**config.mk**
```make
export PLATFORM = sky130hd
export DESIGN_NAME = e_output_ctrl
export DESIGN_NICKNAME = d
export VERILOG_FILES = /design/src/rtl/noc_pkg.sv /design/src/rtl/flit_out_reg.sv /design/src/rtl/e_output_ctrl.sv
export SDC_FILE = /design/constraint.sdc
export NUM_CORES = 1
export LEC_CHECK = 0
export BUFFER_PORTS_ARGS = -buffer_cell sky130_fd_sc_hd__buf_2
export CAP_MARGIN = 30
export CORE_MARGIN = 2
export CORE_UTILIZATION = 44
export DETAILED_ROUTE_END_ITERATION = 6
export GPL_TIMING_DRIVEN = 0
export PLACE_DENSITY = 0.87
export REMOVE_ABC_BUFFERS = 1
export SLEW_MARGIN = 40
export SYNTH_ARGS = -nofsm -noshare
export SYNTH_HDL_FRONTEND = slang
export SYNTH_HIERARCHICAL = 1
export SYNTH_SLANG_ARGS = --single-unit
```
**constraint.sdc**
```tcl
create_clock -name clk -period 4.6 [get_ports clk]
set_clock_uncertainty 0.05 [all_clocks]
set_input_delay 0.46 -clock clk [delete_from_list [all_inputs] [get_ports clk]]
set_output_delay 0.46 -clock clk [all_outputs]
set_load 0.005 [all_outputs]
```
**src/rtl/noc_pkg.sv**
```systemverilog
// Shared NoC definitions: flit width default, port indices and output-controller states.
package noc_pkg;

  localparam int unsigned FlitWDefault = 32;
  localparam int          NumPorts     = 5;

  typedef enum logic [2:0] {
    PortN = 3'd0,
    PortS = 3'd1,
    PortW = 3'd2,
    PortE = 3'd3,
    PortL = 3'd4
  } port_e;

  typedef enum logic [1:0] {
    StIdle    = 2'd0,
    StXfer    = 2'd1,
    StRelease = 2'd2
  } oc_state_e;

  localparam logic [NumPorts-1:0] OneVec = NumPorts'(1);

  // One-hot mask selecting a single port.
  function automatic logic [NumPorts-1:0] port_bit(input port_e p);
    return OneVec << p;
  endfunction

  // True when zero or one bit of v is set.
  function automatic logic at_most_one(input logic [NumPorts-1:0] v);
    return (v & (v - OneVec)) == '0;
  endfunction

endpackage

```
**src/rtl/flit_out_reg.sv**
```systemverilog
// Single-entry output register for one link, with valid/ready handshake.
module flit_out_reg
  import noc_pkg::*;
#(
  parameter int unsigned FLIT_W = FlitWDefault
) (
  input  logic              clk,
  input  logic              reset,
  input  logic              load,
  input  logic [FLIT_W-1:0] load_flit,
  input  logic              load_tail,
  input  logic              ready,
  output logic [FLIT_W-1:0] flit,
  output logic              tail,
  output logic              valid,
  output logic              free
);

  logic [FLIT_W-1:0] flit_q;
  logic              tail_q;
  logic              valid_q;

  // The entry can take a new flit when empty or being drained this cycle.
  assign free = !valid_q || ready;

  // Load on request (only issued while free), otherwise drain on ready.
  always_ff @(posedge clk) begin
    if (reset) begin
      flit_q  <= '0;
      tail_q  <= 1'b0;
      valid_q <= 1'b0;
    end else if (load) begin
      flit_q  <= load_flit;
      tail_q  <= load_tail;
      valid_q <= 1'b1;
    end else if (ready) begin
      valid_q <= 1'b0;
    end
  end

  assign flit  = flit_q;
  assign tail  = tail_q;
  assign valid = valid_q;

endmodule

```
**src/rtl/e_output_ctrl.sv**
```systemverilog
// East output controller: locks the east link to one granted input for a whole packet.
module e_output_ctrl
  import noc_pkg::*;
#(
  parameter int unsigned FLIT_W = FlitWDefault
) (
  input  logic              clk,
  input  logic              reset,
  input  logic              rrp_e_priority_n_i,
  input  logic              rrp_e_priority_s_i,
  input  logic              rrp_e_priority_w_i,
  input  logic              rrp_e_priority_e_i,
  input  logic              rrp_e_priority_l_i,
  input  logic [FLIT_W-1:0] n_flit_i,
  input  logic [FLIT_W-1:0] s_flit_i,
  input  logic [FLIT_W-1:0] w_flit_i,
  input  logic [FLIT_W-1:0] l_flit_i,
  input  logic              n_valid_i,
  input  logic              s_valid_i,
  input  logic              w_valid_i,
  input  logic              l_valid_i,
  input  logic              n_tail_i,
  input  logic              s_tail_i,
  input  logic              w_tail_i,
  input  logic              l_tail_i,
  output logic              n_pop_o,
  output logic              s_pop_o,
  output logic              w_pop_o,
  output logic              l_pop_o,
  output logic [FLIT_W-1:0] e_flit_o,
  output logic              e_valid_o,
  output logic              e_tail_o,
  input  logic              e_ready_i,
  output logic              rr_register_change_order_o,
  output logic              err_o
);

  logic [NumPorts-1:0] grant, nswl_grant, in_valid, in_tail, pop_vec;
  logic [FLIT_W-1:0]   in_flit [NumPorts];
  logic [FLIT_W-1:0]   pop_flit;
  logic                pop_any, pop_tail, or_free, change_order;
  logic                grant_illegal, grant_legal;
  oc_state_e           state_q, state_d;
  logic [NumPorts-1:0] owner_q, owner_d;
  logic                err_q, err_d;

  assign grant[PortN] = rrp_e_priority_n_i;
  assign grant[PortS] = rrp_e_priority_s_i;
  assign grant[PortW] = rrp_e_priority_w_i;
  assign grant[PortE] = rrp_e_priority_e_i;
  assign grant[PortL] = rrp_e_priority_l_i;

  // The east port never feeds its own output, so its input slot is tied off.
  assign in_valid[PortN] = n_valid_i;
  assign in_valid[PortS] = s_valid_i;
  assign in_valid[PortW] = w_valid_i;
  assign in_valid[PortE] = 1'b0;
  assign in_valid[PortL] = l_valid_i;

  assign in_tail[PortN] = n_tail_i;
  assign in_tail[PortS] = s_tail_i;
  assign in_tail[PortW] = w_tail_i;
  assign in_tail[PortE] = 1'b0;
  assign in_tail[PortL] = l_tail_i;

  assign in_flit[PortN] = n_flit_i;
  assign in_flit[PortS] = s_flit_i;
  assign in_flit[PortW] = w_flit_i;
  assign in_flit[PortE] = '0;
  assign in_flit[PortL] = l_flit_i;

  assign nswl_grant    = grant & ~port_bit(PortE);
  assign grant_illegal = grant[PortE] || !at_most_one(nswl_grant);
  assign grant_legal   = !grant_illegal && (nswl_grant != '0) && ((nswl_grant & in_valid) != '0);

  // Output decode: pops and the change-order pulse, all suppressed during reset.
  always_comb begin
    pop_vec      = '0;
    change_order = 1'b0;
    if (!reset) begin
      case (state_q)
        StIdle:    if (grant_legal && or_free) pop_vec = nswl_grant;
        StXfer:    pop_vec = owner_q & in_valid & {NumPorts{or_free}};
        StRelease: change_order = 1'b1;
        default:   ;
      endcase
    end
  end

  // Steer the popped input's flit and tail into the output register.
  always_comb begin
    pop_flit = '0;
    pop_tail = 1'b0;
    for (int i = 0; i < NumPorts; i++) begin
      if (pop_vec[i]) begin
        pop_flit = pop_flit | in_flit[i];
        pop_tail = pop_tail | in_tail[i];
      end
    end
  end

  assign pop_any = |pop_vec;

  // Next-state: lock the owner on the head pop, release after the tail pop.
  always_comb begin
    state_d = state_q;
    owner_d = owner_q;
    err_d   = err_q;
    case (state_q)
      StIdle: begin
        if (grant_illegal) err_d = 1'b1;
        if (pop_any) begin
          owner_d = pop_vec;
          state_d = pop_tail ? StRelease : StXfer;
        end
      end
      StXfer: begin
        if (pop_any && pop_tail) state_d = StRelease;
      end
      StRelease: begin
        owner_d = '0;
        state_d = StIdle;
      end
      default: state_d = StIdle;
    endcase
  end

  // State, owner and sticky error registers.
  always_ff @(posedge clk) begin
    if (reset) begin
      state_q <= StIdle;
      owner_q <= '0;
      err_q   <= 1'b0;
    end else begin
      state_q <= state_d;
      owner_q <= owner_d;
      err_q   <= err_d;
    end
  end

  flit_out_reg #(
    .FLIT_W(FLIT_W)
  ) u_out_reg (
    .clk      (clk),
    .reset    (reset),
    .load     (pop_any),
    .load_flit(pop_flit),
    .load_tail(pop_tail),
    .ready    (e_ready_i),
    .flit     (e_flit_o),
    .tail     (e_tail_o),
    .valid    (e_valid_o),
    .free     (or_free)
  );

  assign n_pop_o = pop_vec[PortN];
  assign s_pop_o = pop_vec[PortS];
  assign w_pop_o = pop_vec[PortW];
  assign l_pop_o = pop_vec[PortL];

  assign rr_register_change_order_o = change_order;
  assign err_o                      = err_q;

endmodule

```
==> results by stage, run 1 <==
Status:
- The flow ran to the end, and the final reports show no timing, DRC or antenna violations.

Layout:
- The share of final-layout standard cells stronger than drive strength 1 is 0.4664.
- Once layout is complete, the cells apart from fillers number 503.
- The library cells used most frequently in the layout, excluding fill and tap cells, are 182 x buf_2, 41 x dfxtp_1, 37 x nor2_1.
- The number of filler cells placed in the layout is 475.
- After routing the design area is 3515 sq um.
- The number of nets in the layout is 574.
- 0 antenna diodes ended up in the layout.
- From synthesis to final layout, the design area changed by 44.13%.
- In the final layout, flip-flops and latches occupy 820.8 sq um.
- The most frequent standard cell in the layout excluding fill and tap cells is buf_2.
- The area of combinational cells with multiple inputs is 1489 sq um.

Clocking:
- The latest clock arrival within the worst-skew pair is 0.28 ns.
- The total clock buffers created by CTS is 5.
- No sink is reached through more buffers than the 2 on the longest clock path.
- For this design, the CTS-stage hold fixing added 0 buffers.
- The CTS tree is done.
- The clock slew seen by the registers of the worst setup and hold paths is 0.08 ns.
- The sink count of the clock tree is 41.
- Post-CTS repair changed the size of 0 cells.
- The number of H-tree branching levels is 2.
- The clock root buffer is clkbuf_8.
- The number of buffers inserted by post-CTS setup repair is 0.

Worst setup path:
- Along the worst path, the maximum fanout reaches 28.
- Traced cell by cell, the critical path runs through nand2b_1 > nor3b_1 > o211ai_1 > o21ai_4 > buf_8 > or4_4 > buf_12 > mux2i_1 > nor2_1.
- The kind of cell with the highest combined delay along the critical path is simple AND/OR/NAND/NOR gates.
- The data arrival at the endpoint of the critical path is 3.12 ns.
- Data on the critical path is required at its endpoint by 4.71 ns.
- The worst path buffer plus inverter count is 2.
- The slowest stage of the critical path is the nor3b_1 cell.
- The critical path is of the reg -> reg type.
- For this run, the slowest stage of the critical path takes 0.62 ns.
- The worst setup path is captured at a flop.
- The startpoint kind of the worst setup timing path is a flop.

Timing:
- Based on the critical path, the design can be clocked at up to 0.3322 GHz.
- The final-report hold violation count is 0.
- The total count of max-transition violations in the final report is 0.
- Setup violations remaining at the end of the flow were counted as 0.
- The slew at the pin closest to its max-slew limit is 0.7241 ns.
- The worst-case hold slack is 0.4048 ns.
- The routed design could run at a clock period as short as 3.010 ns.
- The ratio of final minimum period to clock period is 0.6543.
- In this run the tightest slew margin relative to its limit is 0.5162.
- Setup repair after global routing left no endpoint under its margin.
- The post-layout worst setup margin is 1.590 ns.

Synthesis:
- The number of storage elements in the synthesis netlist is 41.
- Synthesis instantiated 38 different standard cells from the library.
- The cell area that synthesis handed to floorplanning was 2439 sq um.
- dfxtp_1 takes more of the synthesized area than any other cell.
- After synthesis, the cell types taking the most area are dfxtp_1 34%, mux2i_1 14%, a221o_1 11%.
- The synthesized area per cell is 9.489 sq um.
- The sequential-to-total area share from yosys stat is 0.3366.
- The share of Yosys cell area claimed by the top area cell type is 0.3366.
- The number of warnings reported in the yosys synthesis log is 6.
- The cell count after synthesis came out at 257.

Floorplan:
- The die outline area is 6154 sq um.
- The I/O pin total is 184.
- The initial standard-cell utilization of the core is 0.4484.
- The count of standard-cell rows is 27.
- The core region is 5439 sq um.
- The die extent in x is 78.45 um.
- The vertical die dimension is 78.45 um.

Place:
- Prior to clock tree synthesis, the placed netlist has a worst setup slack of 1.132 ns.
- The placed wire-length estimate is 5909 um.
- The instance area after placement is 3416 sq um.
- In this run, placement finished with an instance count of 495.
- The count of buffers added on input and output ports is 183.
- The weighted congestion at the end of routability-driven global placement is 0.8744.

Routing:
- The detail-routed net length per standard cell is 15.52 um.
- The number of nets with antenna violations after routing is 0.
- Before antenna repair, the detailed router went through 4 iterations.
- The final wirelength is 7809 um.
- The violation count after the first detailed-routing iteration is 153.
- The remaining design rule violation count is 0.
- The via count is 2816.
- After detailed routing, the number of vias per cell comes to 5.598.

Global routing:
- The via count of the first global-routing pass was 2624.
- The first global-routing pass estimated 12160 um of wire.
- The maximum number of pins on one net before global-route repair is 49.
- The number of antenna violations at the first check in global routing is 0.
- Summed over all layers, the global routing overflow is 0.
- The total routing usage reported by global routing is 0.2447.

Pwr:
- In this run the static leakage power is 1.690 nW.
- IR analysis of the VDD net gives a maximum drop of 0.1224 mV.
- Power spread over the standard cell area amounts to 226.0 nW/um^2.
- The total chip power is 0.0007944 W.

Job:
- The tool flagged a number of max-cap violations equal to 0.

Min path:
- The class of the worst hold path is reg -> reg.
[final timing paths]
check,from,end,slack [ns],cells after the start
min reg2reg,owner_q[1],owner_q[1],0.40,2
min,owner_q[1],owner_q[1],0.40,2
max,u_out_reg/valid,u_out_reg/flit[4],1.59,9
max reg2reg,u_out_reg/valid,u_out_reg/flit[4],1.59,9
[worst register-to-register path, delay by kind of cell, from the launching register on]
family / cells / cell delay (ns)
mux: 1 / 0.26
compound gates: 2 / 0.73
buf+inv: 2 / 0.50
simple gates: 4 / 1.04
flops: 1 / 0.31
[synth_stat cells]
cell / instances
a22o_1: 32
o2bb2ai_1: 2
or4_1: 2
buf_2: 10
o2111ai_1: 1
o21ai_0: 2
buf_12: 3
and3b_1: 1
o21ai_1: 7
or2_4: 1
nand2_1: 4
mux2i_1: 33
a2111oi_0: 1
o21ai_2: 1
a21oi_1: 3
a22oi_1: 9
a41o_1: 2
buf_6: 2
o41a_1: 1
nor2b_1: 2
a2111oi_1: 1
a221o_1: 28
inv_1: 6
dfxtp_1: 41
and3_1: 4
or2_1: 1
and2_4: 1
o211ai_1: 2
o22ai_1: 1
nand2b_1: 2
nor3_1: 1
clkbuf_1: 6
a311o_1: 1
and4_1: 1
nor2_1: 37
o2111a_1: 1
nor3b_1: 3
nand4_1: 1
[state kept, by name, indices dropped and copies added, names as in the netlist]
name             count
u_out_reg/flit      32
owner_q              4
state_q              2
err_o                1
u_out_reg/tail       1
u_out_reg/valid      1
[layer usage]
layer  vias up  GRT usage  share of wire
li1       1361          -              -
met1      1315     0.3022           0.41
met2       134     0.4181           0.51
met3         6    0.05977          0.075
met4         0    0.07895         0.0095
met5         -          0              0
[cell type report]
type                            instances  share of cell area
Clock inverter                          2            0.003916
Sequential cell                        41              0.2335
Tap cell                               72             0.02563
Multi-Input combinational cell        189              0.4236
Clock buffer                            6             0.02350
Inverter                                6            0.006408
Timing Repair Buffer                  187              0.2834
[power by group]
group	leakage, nW	internal (W)	switching [W]
Combinational	1.31	0.0000958	0.0000836
Sequential	0.331	0.000362	0.00000584
Clock	0.0512	0.000122	0.000125
[through the flow]
step	util	TNS, ns
CTS	0.6457	0
global placement	0.6048	-37.67
floorplan	-	0
detailed placement	0.6280	0
global route	0.6462	0
finish	0.6462	0
[cell families (layout without fill, tap and decap cells)]
family | count (synthesis) | after routing | synth area share
AO/OA/AOI/OAI | 95 | 95 | 0.3345
AND/OR/NAND/NOR | 61 | 61 | 0.1206
flip-flops | 41 | 41 | 0.3366
multiplexers | 33 | 33 | 0.1355
buffers and inverters | 27 | 201 | 0.07286
Power figures use the tool's default switching activity.
==> run 2, diff against run 1 <==
--- a/config.mk
+++ b/config.mk
@@ -8,10 +8,10 @@
 export BUFFER_PORTS_ARGS = -buffer_cell sky130_fd_sc_hd__buf_2
 export CAP_MARGIN = 30
 export CORE_MARGIN = 2
-export CORE_UTILIZATION = 44
+export CORE_UTILIZATION = 40
 export DETAILED_ROUTE_END_ITERATION = 6
 export GPL_TIMING_DRIVEN = 0
-export PLACE_DENSITY = 0.87
+export PLACE_DENSITY = 0.8
 export REMOVE_ABC_BUFFERS = 1
 export SLEW_MARGIN = 40
 export SYNTH_ARGS = -nofsm -noshare
==> constraint.sdc (replaced) <==
create_clock -name clk -period 3 [get_ports clk]
set_clock_uncertainty 0.05 [all_clocks]
set_input_delay 0.3 -clock clk [delete_from_list [all_inputs] [get_ports clk]]
set_output_delay 0.3 -clock clk [all_outputs]
set_load 0.005 [all_outputs]
==> results by stage, run 2 (synthesis results as in run 1) <==
Global routing:
- The maximum number of pins on one net before global-route repair is 49 (unchanged).
- The number of antenna violations at the first check in global routing is 0 (unchanged).
- The sum of overflow across all layers after global routing came to 0 (unchanged).
- The via count of the first global-routing pass is 2493 (was 2624).
- The first-pass GRT wire length was 11520 um (was 12160 um).
- The total routing usage reported by global routing came to 0.2182 (was 0.2447).

Floorplan:
- The count of standard-cell rows is 28 (was 27).
- The initial standard-cell utilization of the core was 0.4119 (was 0.4484).
- The I/O pin total was 184 (unchanged).
- The die extent in x was 82.08 um (was 78.45 um).
- The die outline area is 6737 sq um (was 6154 sq um).
- The vertical die dimension is 82.08 um (was 78.45 um).
- The area of the core region came to 5921 sq um (was 5439 sq um).

Clocking:
- The CTS tree is done (unchanged).
- The buffer levels on the longest clock path is 2 (unchanged).
- The clock root buffer is clkbuf_8 (unchanged).
- The sink count of the clock tree came to 41 (unchanged).
- The clock slew seen by the registers of the worst setup and hold paths came to 0.07 ns (was 0.08 ns).
- The total of hold buffers inserted after clock tree synthesis was 0 (unchanged).
- The latest clock arrival within the worst-skew pair is 0.28 ns (about the same).
- The total clock buffers created by CTS is 5 (unchanged).
- The number of H-tree branching levels was 2 (unchanged).

Min path:
- The number of stages on the worst hold path is 3 (was 2).
- The class of the worst hold path was in -> reg (was reg -> reg).
- The endpoint with the worst hold slack was state_q[1] (was owner_q[1]).
- The source of the worst hold timing path is w_tail_i (was owner_q[1]).

Routing:
- The per-cell via count in the routed design is 5.460 (was 5.598).
- The final wirelength is 7541 um (was 7809 um).
- The violation count after the first detailed-routing iteration is 72 (was 153).
- The number of nets with antenna violations after routing is 0 (unchanged).
- The detail-routed net length per standard cell is 14.90 um (was 15.52 um).
- The remaining design rule violation count was 0 (unchanged).
- The via count is 2763 (was 2816).
- The total iterations of the first detailed-routing run is 4 (unchanged).

Layout:
- The flip-flop count of the largest register, all copies and words added is 32 (unchanged).
- The synthesis-to-layout area growth came to 45.10% (was 44.13%).
- The design area is 3538 sq um (was 3515 sq um).
- The share of final-layout standard cells stronger than drive strength 1 is 0.4687 (was 0.4664).
- Commonest cells after routing, fill and taps aside: 182 x buf_2, 41 x dfxtp_1, 37 x nor2_1 (unchanged).
- The final antenna diode count was 0 (unchanged).
- The number of filler cells placed in the layout is 526 (was 475).
- The most frequent standard cell in the layout excluding fill and tap cells is buf_2 (unchanged).
- The number of nets in the layout was 575 (was 574).

Job:
- The number of max-cap violations came to 0 (unchanged).

Timing:
- The max-slew headroom at the worst pin is 0.5804 (was 0.5162).
- The slew at the pin closest to its max-slew limit was 0.6270 ns (was 0.7241 ns).
- The final-report hold violation count was 0 (unchanged).
- Setup repair after global routing missed its margin: false (unchanged).
- The maximum achievable frequency was 0.3438 GHz (was 0.3322 GHz).
- The ratio of final minimum period to clock period is 0.9695 (was 0.6543).
- The post-route minimum period came to 2.908 ns (was 3.010 ns).
- The number of failing setup endpoints in the final timing report was 0 (unchanged).
- The total count of max-transition violations in the final report was 0 (unchanged).

Worst setup path:
- Series of cell instances along the critical path: and3b_1 > and3_1 > a41o_1 > and2_4 > or4_4 > buf_12 > mux2i_1 > nor2_1 (was nand2b_1 > nor3b_1 > o211ai_1 > o21ai_4 > buf_8 > or4_4 > buf_12 > mux2i_1 > nor2_1).
- The endpoint of the worst-slack reg-to-reg timing path is u_out_reg/flit[29] (was u_out_reg/flit[4]).
- The class of the most critical setup path is reg -> reg (unchanged).
- The cell with the largest stage delay on the worst path is or4_4 (was nor3b_1).
- The data arrival at the endpoint of the critical path is 3.01 ns (was 3.12 ns).
- The data required time at the worst endpoint is 3.10 ns (was 4.71 ns).
- The startpoint kind of the worst setup timing path is a flop (unchanged).
- The logic depth of the worst register-to-register path is 8 (was 9).
- The kind of end point of the critical path was a flop (unchanged).
- The critical-path maximum fanout was 30 (was 28).
- The worst reg2reg path startpoint is state_q[1] (was u_out_reg/valid).
- The cell family with the largest share of critical-path delay is simple AND/OR/NAND/NOR gates (unchanged).
- The maximum single-stage delay on the critical path is 0.72 ns (was 0.62 ns).
- The slack of the worst reg-to-reg path was 0.09 ns (was 1.59 ns).
- The worst path buffer plus inverter count was 1 (was 2).

Pwr:
- The cell-internal power was 0.0009455 W (was 0.0005798 W).
- The clock network fraction of total power is 0.333 (was 0.311).
- The relative contribution of sequential cells to total power is 0.448 (was 0.464).
- The power per cell area is 356.2 nW/um^2 (was 226.0 nW/um^2).
- The combinational fraction of design power is 0.219 (was 0.226).
- The total chip power is 0.001260 W (was 0.0007944 W).
- The static leakage came to 1.700 nW (was 1.690 nW).
- The largest vdd supply drop came to 0.2061 mV (was 0.1224 mV).
- The switching share of total power is 0.2498 (was 0.2701).
- The total net switching power is 0.0003149 W (was 0.0002146 W).

Status:
- Outcome: complete, no violations (unchanged).

Place:
- The instance area after placement came to 3420 sq um (was 3416 sq um).
- The weighted congestion at the end of routability-driven global placement is 0.8721 (was 0.8744).
- The number of buffers inserted by port buffering is 183 (unchanged).
- The placed wire-length estimate came to 5906 um (was 5909 um).
-- run 2: cell count changes in the layout (fill, tap and decap cells not counted) --
cell,previous run,this run
buf_4,1,2
bufinv_16,0,1
clkbuf_8,6,5
clkinv_4,1,0
nor3b_1,3,2
nor3b_2,0,1
-- run 2: cell type report --
type / instances / area, sq um / area share
clock buffer: 5 / 68.82 / 0.01945
clock inverter: 2 / 35.03 / 0.009901
inverter: 6 / 22.52 / 0.006365
multi-input combinational: 189 / 1494 / 0.4222
sequential: 41 / 820.8 / 0.2320
tap: 75 / 93.84 / 0.02652
timing repair buffer: 188 / 1003 / 0.2836
-- run 2: repair_timing --
action | in CTS | in global routing
setup endpoints to repair | 21 | 14
gates resized for setup | 2 | 0
buffers inserted | 0 | 1
cloned | 0 | 0
pin swaps | 0 | 1
-- run 2: worst reg2reg max path: stages, from the launching register on --
cell and delay (ns):
dfxtp_1 0.44, and3b_1 0.26, and3_1 0.21, a41o_1 0.29
and2_4 0.29, or4_4 0.74, buf_12 0.24, mux2i_1 0.18
nor2_1 0.07
-- run 2: per-layer routing --
layer	share of wire	up-vias	global-route usage	wire, um
met5	0	-	0	0
met1	0.41	1270	0.2738	3128
met3	0.069	6	0.04066	518
met4	0.0084	0	0.05333	63
met2	0.51	128	0.3837	3830
li1	-	1359	-	-
-- run 2: how the worst max path moves through the flow --
stage | endpoint | cells after the start | start | slack [ns]
after CTS | u_out_reg/flit[29] | 8 | state_q[1] | 0.14
after floorplan | u_out_reg/flit[0] | 7 | e_ready_i | -1.13
after global placement | u_out_reg/flit[13] | 8 | e_ready_i | -2.46
final | u_out_reg/flit[29] | 8 | state_q[1] | 0.09
after detailed placement | u_out_reg/flit[29] | 9 | reset | -0.38
after global routing | u_out_reg/flit[13] | 9 | u_out_reg/valid | 0.0005
-- run 2: power groups by stage --
stage	clock, W	sequential (W)	combinational [W]
5_1_grt	0.000462	0.000566	0.000303
3_5_place_dp	0	0.000577	0.000273
2_1_floorplan	0	0.000576	0.000123
6_report	0.000420	0.000564	0.000276
4_1_cts	0.000435	0.000564	0.000275
3_3_place_gp	0	0.000576	0.000257
-- run 2: through the flow --
| step | cells | hold WS, ns | setup slack [ns] | util | TNS (ns) |
|---|---|---|---|---|---|
| 2_1_floorplan | 236 | 0.3191 | -1.132 | - | -38.35 |
| 3_3_place_gp | 494 | 0.3853 | -2.457 | 0.5562 | -87.77 |
| 3_5_place_dp | 498 | 0.3994 | -0.3754 | 0.5776 | -9.306 |
| 4_1_cts | 505 | 0.2452 | 0.1380 | 0.5964 | 0 |
| 5_1_grt | 506 | 0.2861 | 0.0005007 | 0.5976 | 0 |
| 6_report | 506 | 0.2613 | 0.09156 | 0.5976 | 0 |
